==> src/rtl/product_list_scheduler.sv <==
// Product ID list scheduler: applies terminal add/remove/clear commands to a
// shadow list and commits it to the text display bus on vertical-blank entry.
module product_list_scheduler #(
    parameter int unsigned       SLOTS    = 12,
    parameter int unsigned       ID_W     = 4,
    parameter int unsigned       V_ACTIVE = 480,
    parameter logic [ID_W-1:0]   EMPTY_ID = '1,
    localparam int unsigned      CNT_W    = $clog2(SLOTS + 1)
) (
    input  logic                    CLK,
    input  logic                    RST_N,
    input  logic                    cmd_valid,
    output logic                    cmd_ready,
    input  logic [1:0]              cmd_op,
    input  logic [ID_W-1:0]         cmd_id,
    input  logic [9:0]              V_counter,
    output logic [SLOTS*ID_W-1:0]   product_IDS,
    output logic [CNT_W-1:0]        count,
    output logic                    full,
    output logic                    empty,
    output logic                    cmd_err,
    output logic                    commit
);

    typedef enum logic {
        IDLE,
        APPLY
    } state_t;

    typedef enum logic [1:0] {
        OP_ADD         = 2'b00,
        OP_REMOVE_LAST = 2'b01,
        OP_CLEAR       = 2'b10,
        OP_NOP         = 2'b11
    } op_t;

    state_t                  state;
    op_t                     op_q;
    logic [ID_W-1:0]         id_q;
    logic [ID_W-1:0]         shadow [SLOTS];
    logic [CNT_W-1:0]        cnt_q;
    logic                    dirty;
    logic [9:0]              v_q;
    logic [SLOTS*ID_W-1:0]   shadow_flat;
    logic                    strobe;

    assign strobe = (V_counter == 10'(V_ACTIVE)) && (v_q != 10'(V_ACTIVE));
    assign count  = cnt_q;
    assign full   = (cnt_q == CNT_W'(SLOTS));
    assign empty  = (cnt_q == '0);

    // slot0 occupies the most significant ID_W bits of the display bus
    always_comb begin
        shadow_flat = '0;
        for (int unsigned i = 0; i < SLOTS; i++) begin
            shadow_flat[(SLOTS-1-i)*ID_W +: ID_W] = shadow[i];
        end
    end

    always_ff @(posedge CLK or negedge RST_N) begin
        if (!RST_N) begin
            state       <= IDLE;
            cmd_ready   <= 1'b1;
            op_q        <= OP_NOP;
            id_q        <= EMPTY_ID;
            for (int unsigned i = 0; i < SLOTS; i++) begin
                shadow[i] <= EMPTY_ID;
            end
            cnt_q       <= '0;
            dirty       <= 1'b0;
            v_q         <= '0;
            product_IDS <= {SLOTS{EMPTY_ID}};
            cmd_err     <= 1'b0;
            commit      <= 1'b0;
        end else begin
            v_q     <= V_counter;
            cmd_err <= 1'b0;
            commit  <= 1'b0;

            // Commit samples the shadow as it stood at the start of the cycle;
            // a change applied in the same cycle re-asserts dirty below, which
            // overrides this clear so it commits on the following frame.
            if (strobe && dirty) begin
                product_IDS <= shadow_flat;
                commit      <= 1'b1;
                dirty       <= 1'b0;
            end

            case (state)
                IDLE: begin
                    if (cmd_valid) begin
                        op_q      <= op_t'(cmd_op);
                        id_q      <= cmd_id;
                        state     <= APPLY;
                        cmd_ready <= 1'b0;
                    end
                end
                APPLY: begin
                    state     <= IDLE;
                    cmd_ready <= 1'b1;
                    case (op_q)
                        OP_ADD: begin
                            if (!full && id_q != EMPTY_ID) begin
                                for (int unsigned i = 0; i < SLOTS; i++) begin
                                    if (CNT_W'(i) == cnt_q) shadow[i] <= id_q;
                                end
                                cnt_q <= cnt_q + CNT_W'(1);
                                dirty <= 1'b1;
                            end else begin
                                cmd_err <= 1'b1;
                            end
                        end
                        OP_REMOVE_LAST: begin
                            if (cnt_q != '0) begin
                                for (int unsigned i = 0; i < SLOTS; i++) begin
                                    if (CNT_W'(i + 1) == cnt_q) shadow[i] <= EMPTY_ID;
                                end
                                cnt_q <= cnt_q - CNT_W'(1);
                                dirty <= 1'b1;
                            end else begin
                                cmd_err <= 1'b1;
                            end
                        end
                        OP_CLEAR: begin
                            for (int unsigned i = 0; i < SLOTS; i++) begin
                                shadow[i] <= EMPTY_ID;
                            end
                            cnt_q <= '0;
                            dirty <= 1'b1;
                        end
                        OP_NOP: begin
                        end
                    endcase
                end
            endcase
        end
    end

endmodule

==> config.mk <==
export PLATFORM = sky130hd
export DESIGN_NAME = product_list_scheduler
export DESIGN_NICKNAME = d
export VERILOG_FILES = /design/src/rtl/product_list_scheduler.sv
export SDC_FILE = /design/constraint.sdc
export NUM_CORES = 1
export LEC_CHECK = 0
export CORE_MARGIN = 5
export CORE_UTILIZATION = 30
export CTS_CLUSTER_DIAMETER = 100
export DETAILED_ROUTE_END_ITERATION = 12
export GPL_ROUTABILITY_DRIVEN = 0
export HOLD_SLACK_MARGIN = 0.02
export MAX_ROUTING_LAYER = met4
export PLACE_DENSITY_LB_ADDON = 0.25
export SYNTH_ARGS = -nofsm -noshare
export SYNTH_HDL_FRONTEND = slang
export SYNTH_SLANG_ARGS = --single-unit
==> constraint.sdc <==
create_clock -name CLK -period 6.4 [get_ports CLK]
set_clock_uncertainty 0.1 [all_clocks]
set_input_delay 0.96 -clock CLK [delete_from_list [all_inputs] [get_ports CLK]]
set_output_delay 0.96 -clock CLK [all_outputs]
set_load 0.01 [all_outputs]
==> results of run 1 <==
registers in the layout, indices dropped and copies added, names as in the netlist:
| signal | cells |
|---|---|
| cmd_err | 1 |
| cmd_ready | 1 |
| commit | 1 |
| count | 4 |
| dirty | 1 |
| id_q | 4 |
| op_q | 2 |
| product_IDS | 48 |
| shadow | 48 |
| state | 1 |
| v_q | 10 |
through the flow:
step           power [mW]  std cells  util, %  instance area [sq um]
2_1_floorplan        1.53        335        -                   5170
3_3_place_gp         1.72        622     35.8                   6130
3_5_place_dp         1.73        622     35.8                   6130
4_1_cts              2.67        652     39.1                   6700
5_1_grt              2.77        652     39.1                   6700
6_report             2.63        652     39.1                   6700
kinds of logic after synthesis:
group	count (synthesis)	share of synthesized area [%]
adder cells (fa/ha/maj)	8	1.94
flip-flops	121	61.1
AND/OR/NAND/NOR	51	7.87
AO/OA/AOI/OAI	30	4.33
buffers and inverters	23	2.28
multiplexers	102	22.5
area by class of cell:
class / instances / area (sq um)
Clock buffer: 22 / 474
Timing Repair Buffer: 77 / 763
Clock inverter: 8 / 96.3
Multi-Input combinational cell: 191 / 1900
Fill cell: 1586 / 10400
Sequential cell: 121 / 3160
Inverter: 8 / 30.0
Tap cell: 225 / 282
path summary, 6_finish.rpt:
kind,startpoint,end,slack (ns),cells past startpoint
setup reg to reg,op_q[1],shadow[38],3.81,6
max in group asynchronous,RST_N,count[1],4.41,2
min in group asynchronous,RST_N,dirty,0.45,1
hold reg to reg,state,cmd_ready,0.41,1
setup / recovery,count[0],full,3.24,5
hold / removal,state,cmd_ready,0.41,1
metal layers:
metal / vias to the layer above / part of all wire (%) / track usage [%] / wire length (microns)
li1: 1378 / - / - / -
met2: 65 / 47 / 17.6 / 5080
met3: 13 / 4.7 / 4.00 / 506
met4: 0 / 1.2 / 4.18 / 133
met1: 1496 / 47 / 14.8 / 5010
met5: - / 0 / - / 0
power by group through the flow:
stage / registers, mW / clock network, mW / logic (mW)
after floorplan: 1.13 / 0 / 0.401
after global placement: 1.17 / 0 / 0.544
after detailed placement: 1.18 / 0 / 0.558
after CTS: 1.17 / 0.945 / 0.559
after global routing: 1.19 / 0.977 / 0.603
final: 1.16 / 0.912 / 0.550
synth_stat cells, drive strengths merged (2+ instances only):
library cell,n
nand3,2
buf,14
nand2,4
nor3,4
and2,3
nor2b,7
or2,5
o22ai,4
dfrtp,18
nor2,6
a21oi,6
nor4,11
dfstp,103
inv,8
ha,8
mux2,101
o21ai,4
a221oi,3
o31ai,4
nand2b,2
==> impl_metrics.ini, run 1 <==
[worst_setup_path]
worstSetupPathType = register to output pin
cp-end-kind = output pin
critPathMaxStageDelay_ns = 0.53
crit_required_ns = 5.34
crit_buf_inv = 3
slowest_stage = clkdlybuf4s50_1
crit_path_max_fanout = 8
arrival_ns = 2.10
crit_top_cell = inv_1
path_delay_family = buffers and inverters
worstPathCellList = inv_1, ha_1, nand3_2, inv_1, clkdlybuf4s50_1
crit_path_start_kind = register

[die]
io_pins = 76
die_x_microns = 141
dieArea_sq_um = 20000
start_util_pct = 30.2
rows = 48
coreArea_sq_um = 17100
die_h_microns = 141

[logic_synthesis]
ys_async_sr_fraction_pct = 100
yosysTopAreaCell = dfstp_2
synth_flop_cell = dfstp_2
synth_area_leaders = dfstp_2, mux2_2, dfrtp_1, ha_1, nor4_2
syn_area_per_cell_sq_um = 15.4
synthesis.instances = 335
syn_area_sq_um = 5170
yosys_warnings = 0
synth_top_area_share_pct = 52.4
yosysUniqueCellTypes = 48
synth_fp_nets = 362
synth_edf_count = 0
ys_seq_area_share_pct = 61.1
ys_seq_elements = 121

[sta]
rsz0062_at_grt = false
max_freq_mhz = 316
drv_slew = 0
layout_setup_ws_ns = 3.24
setup_viol_count_final = 0
period_minus_slack_ns = 3.16
slew_headroom_pct = 36.5
tightestPinTransition_ns = 0.953
hold_slack_ns = 0.409
finalSetupTns_ns = 0
hold_violations = 0
fin_crit_sh_pct = 49.4

[clocking]
cts.repair.resized = 0
htree_levels = 4
numCtsBuffers = 17
cts_setup_buffers = 0
cts_tree = built
clockRootBuffer = clkbuf_16
clk_latency_ns = 0.41
cts_buffer_depth = 2
clk_pin_slew_ns = 0.05
cts_hold_buffers = 0
cts.sink_count = 121

[placed_design]
dp_slack_ns = 3.29
portBuffers = 75
dp_hpwl_mm = 7.19

[power]
leakagePower_nw = 2.56
p_per_area_nw_per_um2 = 392
sw_frac_of_total_pct = 26.4
vdd_drop_max_mv = 0.197
p_clk_share_pct = 34.7
power.switching_mw = 0.693
intPower_mw = 1.93
p_seq_share_pct = 44.3
comb_power_share_pct = 21.0

[layout]
finalNetCount = 443
flow.area_growth_from_synthesis_pct = 29.7
final_cell_mix = dfstp_2, mux2_2, clkdlybuf4s50_1
final_common_cell = dfstp_2
diodes = 0
drive_gt1_share_pct = 60.4

[drt]
routed_wirelength_mm = 10.7
drt_iter0_markers = 115
routed-via-count = 2952
first_pass_iters = 4
drt_drc_violations_left = 0
wl_per_cell_microns = 16.5
drtAntennaViolNets = 0
vias_per_cell = 4.53

[status]
status = finished, final reports clean

[global_route]
grt_pass1_wl_mm = 17.7
overflow = 0
grt_pass1_vias = 3272
grtUsageTotal_pct = 11.7
antenna_found_initial = 0
grt_max_degree = 79

[min_path]
hold_path_class = register to register

[job]
drv_cap = 0
(Power assumes the default switching activity.)
==> run 2: changes to the inputs <==
==> constraint.sdc (replaced) <==
create_clock -name CLK -period 2.69 [get_ports CLK]
set_clock_uncertainty 0.1 [all_clocks]
set_input_delay 0.4035 -clock CLK [delete_from_list [all_inputs] [get_ports CLK]]
set_output_delay 0.4035 -clock CLK [all_outputs]
set_load 0.01 [all_outputs]
==> impl_metrics.ini, run 2 (same netlist as run 1, synthesis figures left out) <==
[status]
status = finished, final reports clean

[die]
start_util_pct = 30.2
die_x_microns = 141
coreArea_sq_um = 17100
rows = 48
die_h_microns = 141
io_pins = 76
dieArea_sq_um = 20000

[worst_setup_path]
crit_path_max_fanout = 9
arrival_ns = 2.75
worstSetupPathType = register to register
crit_required_ns = 2.92
cp-end-kind = register
crit_path_start_kind = register
r2r_slack_ns = 0.17

[sta]
rsz0062_at_grt = false
layout_setup_ws_ns = 0.170
drv_slew = 0
max_freq_mhz = 397
setup_viol_count_final = 0
finalSetupTns_ns = 0
hold_violations = 0
fin_crit_sh_pct = 93.7
period_minus_slack_ns = 2.52
tightestPinTransition_ns = 0.676
slew_headroom_pct = 54.8

[layout]
finalNetCount = 450
drive_gt1_share_pct = 61.4
flow.area_growth_from_synthesis_pct = 32.4
final_common_cell = dfstp_2
largest_registers = product_IDS x48, shadow x48, v_q x10
finish.instance_area_sq_um = 6840
diodes = 0
final_cell_mix = dfstp_2, mux2_2, clkdlybuf4s50_1

[power]
power.switching_mw = 1.66
p_clk_share_pct = 36.6
comb_power_share_pct = 21.0
vdd_drop_max_mv = 0.492
intPower_mw = 4.85
leakagePower_nw = 2.63
p_seq_share_pct = 42.4
p_per_area_nw_per_um2 = 952
sw_frac_of_total_pct = 25.5

[clocking]
htree_levels = 4
cts.sink_count = 121
cts_tree = built
numCtsBuffers = 17
clk_latency_ns = 0.40
clockRootBuffer = clkbuf_16
cts_buffer_depth = 2
clk_pin_slew_ns = 0.05

[min_path]
hold_path_class = input pin to register

[drt]
met1_length_mm = 5.03
drt_drc_violations_left = 0
wl_met2_mm = 5.36
drtAntennaViolNets = 0
first_pass_iters = 4
wl_per_cell_microns = 16.5
routed_wirelength_mm = 10.9
wl_met3_microns = 357
drt_iter0_markers = 97
dr.max_layer_used = met4
vias_per_cell = 4.53
routed-via-count = 2987

[global_route]
antenna_found_initial = 0
overflow = 0
grt_pass1_vias = 3415
grt_max_degree = 60
grt_pass1_wl_mm = 18.5
grtUsageTotal_pct = 12.3

[job]
drv_cap = 0

[placed_design]
dpl_cell_area_sq_um = 6200
dp_hpwl_mm = 7.37
dp_slack_ns = 0.178
portBuffers = 75
[run 2: path summary, 6_finish.rpt]
path / from / cells after the start / end
worst max-delay path: op_q[1] / 6 / shadow[12]
max in group asynchronous: RST_N / 3 / product_IDS[11]
min in group asynchronous: RST_N / 2 / count[2]
worst min register to register: state / 1 / cmd_ready
worst max register to register: op_q[1] / 6 / shadow[12]
worst min-delay path: V_counter[7] / 1 / v_q[7]
[run 2: cell type report]
cell class | instances | area [sq um]
clock buffers | 23 | 488
well taps | 225 | 282
repair buffers | 84 | 843
fillers | 1611 | 10300
inverters | 8 | 30.0
multi-input cells | 191 | 1900
clock inverters | 8 | 143
flip-flops and latches | 121 | 3160
[run 2: what timing repair did]
action | CTS | global route
hold endpoints to repair | 7 | 0
hold buffers | 1 | 0
resized for setup | 0 | 2
buffers inserted | 0 | 0
endpoints found under the setup margin | 0 | 2
[run 2: per-stage QoR]
stage,hold slack (ns),cells,utilization (%),power [mW]
floorplan,0.00791,335,-,3.65
global placement,0.336,628,36.2,4.14
detailed placement,0.343,628,36.2,4.17
CTS,0.342,660,40.0,6.61
global route,0.342,660,40.0,6.86
finish,0.367,660,40.0,6.52
[run 2: metal layers]
layer	up-vias	global-route usage, %
met5	-	-
met4	0	4.18
met3	10	3.39
met2	60	19.0
met1	1516	15.5
li1	1401	-
[run 2: worst max-delay path, stage by stage, from the launching register on]
cell and delay [ns]:
dfstp_2 0.54, inv_1 0.09, ha_1 0.31, inv_1 0.20, o22ai_1 0.21, nor4_2 0.58, mux2_2 0.41
[run 2: power groups by stage]
stage | clock, mW | combinational [mW] | sequential (mW)
finish | 2.39 | 1.37 | 2.76
CTS | 2.46 | 1.39 | 2.77
global placement | 0 | 1.35 | 2.79
global route | 2.54 | 1.50 | 2.83
floorplan | 0 | 0.954 | 2.69
detailed placement | 0 | 1.38 | 2.79
